<file path="src/rtl/clip_pkg.sv">
// Shared helpers for the signed stream clipper: limit constants, select width
// and lane packing offsets.
package clip_pkg;

    function automatic int clog2_min1(input int n);
        int r;
        r = 0;
        while ((1 << r) < n) r++;
        return (r < 1) ? 1 : r;
    endfunction

    // Bit patterns of the most negative / most positive w-bit two's complement value.
    function automatic logic [63:0] smin_bits(input int w);
        return {64{1'b1}} << (w - 1);
    endfunction

    function automatic logic [63:0] smax_bits(input int w);
        return (64'd1 << (w - 1)) - 64'd1;
    endfunction

    function automatic int lane_lsb(input int k, input int w);
        return k * w;
    endfunction

endpackage

</file>
<file path="src/rtl/clip_lane.sv">
// One lane of the clipper: S1 compares against the active limits, S2 muxes
// the clipped value and registers the flags.
module clip_lane #(
    parameter int P_WIDTH = 16
) (
    input  logic                      clk,
    input  logic                      rst_n,
    input  logic                      s1_en,
    input  logic                      s2_en,
    input  logic signed [P_WIDTH-1:0] a_i,
    input  logic signed [P_WIDTH-1:0] lo_i,
    input  logic signed [P_WIDTH-1:0] hi_i,
    output logic signed [P_WIDTH-1:0] y_o,
    output logic                      clip_hi_o,
    output logic                      clip_lo_o
);

    logic                      gt_d;
    logic                      lt_d;
    logic                      gt_q;
    logic                      lt_q;
    logic signed [P_WIDTH-1:0] a_q;
    logic signed [P_WIDTH-1:0] lim_q;
    logic signed [P_WIDTH-1:0] y_q;
    logic                      clip_hi_q;
    logic                      clip_lo_q;

    // The limit value is captured with the compare so a limit change between
    // S1 and S2 cannot mix old compare results with new limit values.
    assign gt_d = a_i > hi_i;
    assign lt_d = (a_i < lo_i) && !gt_d;

    always_ff @(posedge clk or negedge rst_n) begin
        if (!rst_n) begin
            gt_q      <= 1'b0;
            lt_q      <= 1'b0;
            a_q       <= '0;
            lim_q     <= '0;
            y_q       <= '0;
            clip_hi_q <= 1'b0;
            clip_lo_q <= 1'b0;
        end else begin
            if (s1_en) begin
                gt_q  <= gt_d;
                lt_q  <= lt_d;
                a_q   <= a_i;
                lim_q <= gt_d ? hi_i : lo_i;
            end
            if (s2_en) begin
                y_q       <= (gt_q || lt_q) ? lim_q : a_q;
                clip_hi_q <= gt_q;
                clip_lo_q <= lt_q;
            end
        end
    end

    assign y_o       = y_q;
    assign clip_hi_o = clip_hi_q;
    assign clip_lo_o = clip_lo_q;

endmodule

</file>
<file path="src/rtl/clip_signed_stream.sv">
// Multi-lane pipelined signed clipper with valid/ready on both sides,
// programmable shared limits and per-lane saturating clip-event counters.
module clip_signed_stream
    import clip_pkg::*;
#(
    parameter int P_WIDTH     = 16,
    parameter int P_NCH       = 4,
    parameter int P_CNT_WIDTH = 16
) (
    input  logic                             clk,
    input  logic                             rst_n,
    input  logic signed [P_WIDTH-1:0]        lim_lo,
    input  logic signed [P_WIDTH-1:0]        lim_hi,
    input  logic                             lim_wr,
    output logic                             lim_err,
    input  logic                             in_valid,
    output logic                             in_ready,
    input  logic [P_NCH*P_WIDTH-1:0]         in_data,
    output logic                             out_valid,
    input  logic                             out_ready,
    output logic [P_NCH*P_WIDTH-1:0]         out_data,
    output logic [P_NCH-1:0]                 out_clip_hi,
    output logic [P_NCH-1:0]                 out_clip_lo,
    input  logic [clog2_min1(P_NCH)-1:0]     cnt_sel,
    output logic [P_CNT_WIDTH-1:0]           cnt_hi,
    output logic [P_CNT_WIDTH-1:0]           cnt_lo,
    input  logic                             cnt_clr
);

    localparam logic signed [P_WIDTH-1:0] LIM_MIN = P_WIDTH'(smin_bits(P_WIDTH));
    localparam logic signed [P_WIDTH-1:0] LIM_MAX = P_WIDTH'(smax_bits(P_WIDTH));

    logic                      s1_valid_q;
    logic                      s2_valid_q;
    logic                      s2_free;
    logic                      s1_move;
    logic                      s1_load;
    logic                      out_hs;
    logic signed [P_WIDTH-1:0] lo_q;
    logic signed [P_WIDTH-1:0] hi_q;
    logic                      lim_ok;
    logic                      lim_err_q;
    logic [P_CNT_WIDTH-1:0]    cnt_hi_q [P_NCH];
    logic [P_CNT_WIDTH-1:0]    cnt_lo_q [P_NCH];

    // Handshake: S2 frees up when empty or being drained; S1 follows S2.
    assign s2_free  = !s2_valid_q || out_ready;
    assign s1_move  = s1_valid_q && s2_free;
    assign in_ready = !s1_valid_q || s2_free;
    assign s1_load  = in_valid && in_ready;
    assign out_hs   = s2_valid_q && out_ready;

    always_ff @(posedge clk or negedge rst_n) begin
        if (!rst_n) begin
            s1_valid_q <= 1'b0;
            s2_valid_q <= 1'b0;
        end else begin
            if (in_ready) s1_valid_q <= in_valid;
            if (s2_free)  s2_valid_q <= s1_valid_q;
        end
    end

    assign lim_ok = lim_lo <= lim_hi;

    always_ff @(posedge clk or negedge rst_n) begin
        if (!rst_n) begin
            lo_q      <= LIM_MIN;
            hi_q      <= LIM_MAX;
            lim_err_q <= 1'b0;
        end else begin
            if (lim_wr && lim_ok) begin
                lo_q <= lim_lo;
                hi_q <= lim_hi;
            end
            lim_err_q <= lim_wr && !lim_ok;
        end
    end

    for (genvar k = 0; k < P_NCH; k++) begin : g_lane
        clip_lane #(.P_WIDTH(P_WIDTH)) u_lane (
            .clk       (clk),
            .rst_n     (rst_n),
            .s1_en     (s1_load),
            .s2_en     (s1_move),
            .a_i       (in_data[lane_lsb(k, P_WIDTH) +: P_WIDTH]),
            .lo_i      (lo_q),
            .hi_i      (hi_q),
            .y_o       (out_data[lane_lsb(k, P_WIDTH) +: P_WIDTH]),
            .clip_hi_o (out_clip_hi[k]),
            .clip_lo_o (out_clip_lo[k])
        );
    end

    // Clear wins over a same-cycle increment; counters stick at all-ones.
    always_ff @(posedge clk or negedge rst_n) begin
        if (!rst_n) begin
            for (int k = 0; k < P_NCH; k++) begin
                cnt_hi_q[k] <= '0;
                cnt_lo_q[k] <= '0;
            end
        end else begin
            for (int k = 0; k < P_NCH; k++) begin
                if (cnt_clr) begin
                    cnt_hi_q[k] <= '0;
                    cnt_lo_q[k] <= '0;
                end else if (out_hs) begin
                    if (out_clip_hi[k] && (cnt_hi_q[k] != '1))
                        cnt_hi_q[k] <= cnt_hi_q[k] + P_CNT_WIDTH'(1);
                    if (out_clip_lo[k] && (cnt_lo_q[k] != '1))
                        cnt_lo_q[k] <= cnt_lo_q[k] + P_CNT_WIDTH'(1);
                end
            end
        end
    end

    always_comb begin
        cnt_hi = '0;
        cnt_lo = '0;
        if (int'(cnt_sel) < P_NCH) begin
            cnt_hi = cnt_hi_q[cnt_sel];
            cnt_lo = cnt_lo_q[cnt_sel];
        end
    end

    assign out_valid = s2_valid_q;
    assign lim_err   = lim_err_q;

endmodule

</file>
<file path="config.mk">
export PLATFORM = sky130hd
export DESIGN_NAME = clip_signed_stream
export DESIGN_NICKNAME = d
export VERILOG_FILES = /design/src/rtl/clip_pkg.sv /design/src/rtl/clip_lane.sv /design/src/rtl/clip_signed_stream.sv
export SDC_FILE = /design/constraint.sdc
export NUM_CORES = 1
export LEC_CHECK = 0
export ABC_CLOCK_PERIOD_IN_PS = 4200
export BUFFER_PORTS_ARGS = -buffer_cell sky130_fd_sc_hd__clkbuf_2
export CAP_MARGIN = 10
export CELL_PAD_IN_SITES_DETAIL_PLACEMENT = 0
export CELL_PAD_IN_SITES_GLOBAL_PLACEMENT = 1
export CORE_MARGIN = 3
export CORE_UTILIZATION = 50
export DETAILED_ROUTE_END_ITERATION = 7
export HOLD_SLACK_MARGIN = 0.03
export PLACE_DENSITY = 0.95
export SYNTH_ARGS = -nofsm -noshare
export SYNTH_HDL_FRONTEND = slang
export SYNTH_SLANG_ARGS = --single-unit
</file>
<file path="constraint.sdc">
create_clock -name clk -period 4.2 [get_ports clk]
set_input_delay 1.05 -clock clk [delete_from_list [all_inputs] [get_ports clk]]
set_output_delay 1.05 -clock clk [all_outputs]
set_load 0.05 [all_outputs]
</file>
* Yosys cells after proc, flatten, opt, wreduce, memory -nomap -nowiden
Index checks and enable logic that the tools add are counted.
** Storage, ports and cells
- Register bits after elaboration :: 371
** Operators by class
- Add/sub/neg operators :: 8
- Reduce and logical (&&, ||, !) cells :: 47
- Eq/ne operators :: 8
- Muxes and demuxes :: 38
- Bitwise logic cells :: 1
- Order comparisons :: 10
** Operator list (number)
- $mux W16 :: 36
- $add A16 B1 Y16 const B :: 8
- $ne A16 B16 Y1 const B :: 8
- $bmux W16 S2 :: 2
- $gt A16 B16 Y1 :: 4
- $lt A16 B16 Y1 :: 4
- $reduce_bool A2 Y1 :: 9
- $logic_and A1 B1 Y1 :: 17
- $le A16 B16 Y1 :: 1
- $reduce_and A2 Y1 :: 8
- $logic_not A1 Y1 :: 7
- $logic_or A1 B1 Y1 :: 6
- $ge A3 B3 Y1 const B :: 1
- $not A2 Y3 :: 1

* Depth between registers and ports, before layout
- Depth after elaboration :: 5
- Gate-level depth with buffers :: 11

* Hierarchy
Synthesis repeated with hierarchy kept, for this count alone.
** Second synthesis, totals
- Cells, all modules :: 1966
- Area, all modules :: 20803.7 um2
** Modules (own cells, without submodules)
- clip_lane :: sequential area each 1301.2 um2, cells each 275, times used 4, area each 2960.3 um2
- clip_signed_stream :: sequential area each 4098.9 um2, cells each 866, times used 1, area each 8962.3 um2

* Worst setup path before layout
Ideal clock, no wire load.
- Kind :: input-to-output
- From :: input port cnt_sel[1]
- To :: output port cnt_hi[10]
- Path buffers :: 2
- Data arrival time :: 2.539 ns
- Path slack :: 0.611 ns
- Data required time :: 3.150 ns
- Cell stages on the path :: 3
- Cell sequence :: clkbuf_1 buf_1 mux4_2
** Between the ends
- Longest elaborated chain between the ends :: 4
** Ends and longest elaborated chain
- start: declaration :: RTL line clip_signed_stream.sv:24 : input logic [clog2_min1(P_NCH)-1:0] cnt_sel,
- $not A2 Y3 (implied by the code) :: RTL line clip_signed_stream.sv:120 : cnt_hi = cnt_hi_q[cnt_sel];
- $bmux W16 S2 :: RTL line clip_signed_stream.sv:120
- $mux W16 (implied by the code) (2 in a row) :: RTL line clip_signed_stream.sv:120
- end: declaration :: RTL line clip_signed_stream.sv:25 : output logic [P_CNT_WIDTH-1:0] cnt_hi,
No other way between the ends. The select of a mux whose other input is x is not followed.

* Worst setup path in the final report
- From :: register hi_q[13]
- To :: register g_lane[1].u_lane.lim_q[14]
** Between the ends
- Longest elaborated chain between the ends :: 2
** Ends and longest elaborated chain
- start: declaration :: RTL line clip_signed_stream.sv:40 : logic signed [P_WIDTH-1:0] hi_q;
- start signal: assignment :: RTL line clip_signed_stream.sv:73 : hi_q <= lim_hi;
- $gt A16 B16 Y1 :: RTL line clip_lane.sv:30 : assign gt_d = a_i > hi_i;
- $mux W16 :: RTL line clip_lane.sv:47 : lim_q <= gt_d ? hi_i : lo_i;
- end signal: assignment :: RTL line clip_lane.sv:47
- end: declaration :: RTL line clip_lane.sv:23 : logic signed [P_WIDTH-1:0] lim_q;
No other way between the ends.
A chain may end at the register's enable or synchronous reset.

==> results.py <==
metrics = {
    "run_status": {
        "run_status": "complete, no violations",
    },
    "worst_setup_path": {
        "worst_setup_path_end_kind": "flop",
        "r2r.worst_path.cells": 8,
        "worstPathArrival_ps": 3900,
        "worst-path-max-fanout": 18,
        "worst-endpoint-required_ps": 4620,
        "worst-setup-path-type": "reg -> reg",
        "worst_setup_path_start_kind": "flop",
    },
    "timing": {
        "worstMarginPinSlew_ps": 1240,
        "timing.max_slew.rel_slack_pct": 17.4,
        "maxClockFrequency_mhz": 288,
        "min_period_over_period_pct": 82.7,
        "setup_tns_ps": 0,
        "timing_max_transition_violations_final": 0,
        "timing.clock.skew_ps": 8.93,
        "rsz_0062_raised_after_global_routing": "false",
        "hold_violations": 0,
        "timing.hold.ws_ps": 478,
        "final-setup-viol-count": 0,
        "finalCriticalPeriod_ps": 3470,
    },
    "floorplan": {
        "core-area_mm2": 0.0413,
        "fp-row-count": 74,
        "total_die_area_mm2": 0.0448,
        "chipHeight_um": 212,
        "start_util_pct": 51.2,
        "fp.dieW_um": 212,
        "design.portCount": 211,
    },
    "synthesis": {
        "synth.avg_cell_area_um2": 10.2,
        "top_ff_cell_synth": "sky130_fd_sc_hd__dfrtp_1",
        "syn_nets": 2325,
        "synthMostInstantiatedCell": "sky130_fd_sc_hd__dfrtp_1",
        "ys_top_cells_by_area": "sky130_fd_sc_hd__dfrtp_1 42%, sky130_fd_sc_hd__ha_1 8.8%, sky130_fd_sc_hd__mux2i_1 6.6%",
        "synth-edff-count": 0,
        "ys_seq_elements": 371,
        "synth_async_sr_flop_share_pct": 100,
        "post_synth_num_cell_types": 70,
        "mappedNetlistArea_mm2": 0.0211,
        "syn_inst": 2073,
        "synthTopCellsByCount": "355 x sky130_fd_sc_hd__dfrtp_1, 215 x sky130_fd_sc_hd__nor2_1, 185 x sky130_fd_sc_hd__nand2_1",
        "synth-seq-area-share_pct": 44.0,
        "yosys.area.top_type": "sky130_fd_sc_hd__dfrtp_1",
        "area_share_of_the_largest_cell_type_after_synthesis_pct": 42.0,
        "synth-warning-count": 0,
    },
    "min_path": {
        "min_delay_path_depth": 2,
        "worstHoldPathType": "reg -> reg",
    },
    "drt": {
        "routed_via_density": 6.08,
        "drt_first_pass_iters": 7,
        "total_number_of_vias": 17093,
        "wirelength_um": 62700,
        "drt_iter0_markers": 1583,
        "drc": 0,
        "routed_wire_length_per_instance_um": 22.3,
        "detail-route-antenna-nets": 0,
    },
    "pwr": {
        "power_leakage_uw": 0.0113,
        "power_density_mw_per_mm2": 576,
        "vdd_drop_max_mv": 0.364,
    },
    "grt": {
        "first_pass_grt_wire_length_um": 97400,
        "gr-usage-all-layers_pct": 28.0,
        "pin_count_of_the_biggest_net_entering_global_routing": 103,
        "gr-total-overflow": 0,
        "via_count_of_the_first_global_routing_pass": 17402,
        "antenna_found_initial": 3,
    },
    "place": {
        "final_gp_congestion": 0.963,
        "hpwl_um": 45100,
        "dpl-instance-area_mm2": 0.0227,
        "port-buffer-count": 210,
    },
    "clock_network": {
        "cts.hold.buffers_added": 0,
        "cts.reportedPaths.clkPinSlew_ps": 60,
        "cts-root-to-sink-buffers": 3,
        "postCtsSetupBuffers": 0,
        "clock_sink_count": 371,
        "clock_insertion_delay_worst_skew_ps": 570,
        "cts_tree": "done",
        "h-tree-depth": 2,
        "root_buffer": "sky130_fd_sc_hd__clkbuf_16",
        "cts_repair_resize_count": 0,
        "numCtsBuffers": 43,
    },
    "final_layout": {
        "ff_latch_area_mm2": 0.00930,
        "filler_cell_count": 3484,
        "areaGrowthSynthToFinish_pct": 14.9,
        "area_taken_by_multi_input_logic_gates_mm2": 0.0111,
        "drive_gt1_share_pct": 20.1,
        "final_cell_area_mm2": 0.0243,
        "finalNetCount": 2497,
    },
    "job": {
        "maxCapViolations": 0,
    },
}
[through the flow]
step	total power [µW]	util [%]	cells	setup WS, ps
final	14000	58.8	2813	728
after global routing	14600	58.8	2812	660
after CTS	14000	58.7	2809	809
after detailed placement	9970	55.1	2731	418
after global placement	9820	55.1	2731	586
after floorplan	8360	-	2073	611
[power by group]
group	internal [µW]	leakage (µW)	switching [µW]	total, µW
Clock	2480	0.000756	1510	3990
Combinational	1620	0.00594	3300	4920
Sequential	4340	0.00458	743	5080
Total	8430	0.0113	5560	14000
[layer usage]
metal | wire length (µm) | share of wire, % | vias to the layer above | track usage, %
met4 | 3310 | 5.3 | 0 | 13.7
li1 | - | - | 7835 | -
met3 | 4700 | 7.5 | 190 | 5.29
met2 | 29700 | 47 | 689 | 46.2
met5 | 0 | 0 | - | 0
met1 | 25000 | 40 | 8379 | 35.5
[state kept, by name (all words and copies together) (netlist names)]
register,cells
cnt_hi_q,64
cnt_lo_q,64
g_lane.u_lane.a_q,64
g_lane.u_lane.lim_q,64
g_lane.u_lane.y_o,64
hi_q,16
lo_q,16
g_lane.u_lane.clip_hi_o,4
g_lane.u_lane.clip_lo_o,4
g_lane.u_lane.gt_q,4
g_lane.u_lane.lt_q,4
lim_err,1
out_valid,1
s1_valid_q,1
[worst paths after layout]
path / from / to / slack [ps]
max: hi_q[13] / g_lane[1].u_lane.lim_q[14] / 730
min: g_lane[2].u_lane.a_q[0] / g_lane[2].u_lane.a_q[0] / 480
max reg2reg: hi_q[13] / g_lane[1].u_lane.lim_q[14] / 730
min reg2reg: g_lane[2].u_lane.a_q[0] / g_lane[2].u_lane.a_q[0] / 480
max in group asynchronous: rst_n / lo_q[15] / 2770
min in group asynchronous: rst_n / cnt_hi_q[52] / 530
[critical path, cell delays in order (launching register included)]
cell	delay (ps)
sky130_fd_sc_hd__dfstp_2	720
sky130_fd_sc_hd__inv_1	330
sky130_fd_sc_hd__ha_1	430
sky130_fd_sc_hd__nand4_2	140
sky130_fd_sc_hd__nor4_1	420
sky130_fd_sc_hd__a211oi_1	140
sky130_fd_sc_hd__mux2_2	650
sky130_fd_sc_hd__mux2i_1	350
sky130_fd_sc_hd__o21ai_0	130
[cell type report]
class	count	share of cell area [%]
Antenna cell	3	0.0309
Clock buffer	61	5.25
Clock inverter	17	0.984
Inverter	71	1.10
Multi-Input combinational cell	1518	45.6
Sequential cell	371	38.3
Tap cell	532	2.74
Timing Repair Buffer	240	5.95
[cell usage in the layout (no fill, tap or decap), drive strengths merged, types with 19 or more instances in the layout]
cell / n
o21ai: 106
mux2i: 139
nand3: 70
xnor2: 28
nand4: 49
a31oi: 33
inv: 71
and4: 19
clkbuf: 269
mux4: 32
buf: 32
ha: 148
mux2: 69
o311ai: 31
nor2: 215
dfrtp: 355
xor2: 76
o22ai: 32
a21oi: 124
nand2: 185
and3: 19
[cell families (layout without fill, tap and decap cells)]
family	Yosys count	count (layout)	synth area share, %
adder cells (fa/ha/maj)	148	148	8.76
XOR/XNOR	104	104	4.31
other	0	3	0
multiplexers	240	240	13.7
flip-flops	371	371	44.0
AND/OR/NAND/NOR	628	628	13.8
AO/OA/AOI/OAI	398	398	11.6
buffers and inverters	184	389	3.81
(Power assumes the default switching activity.)
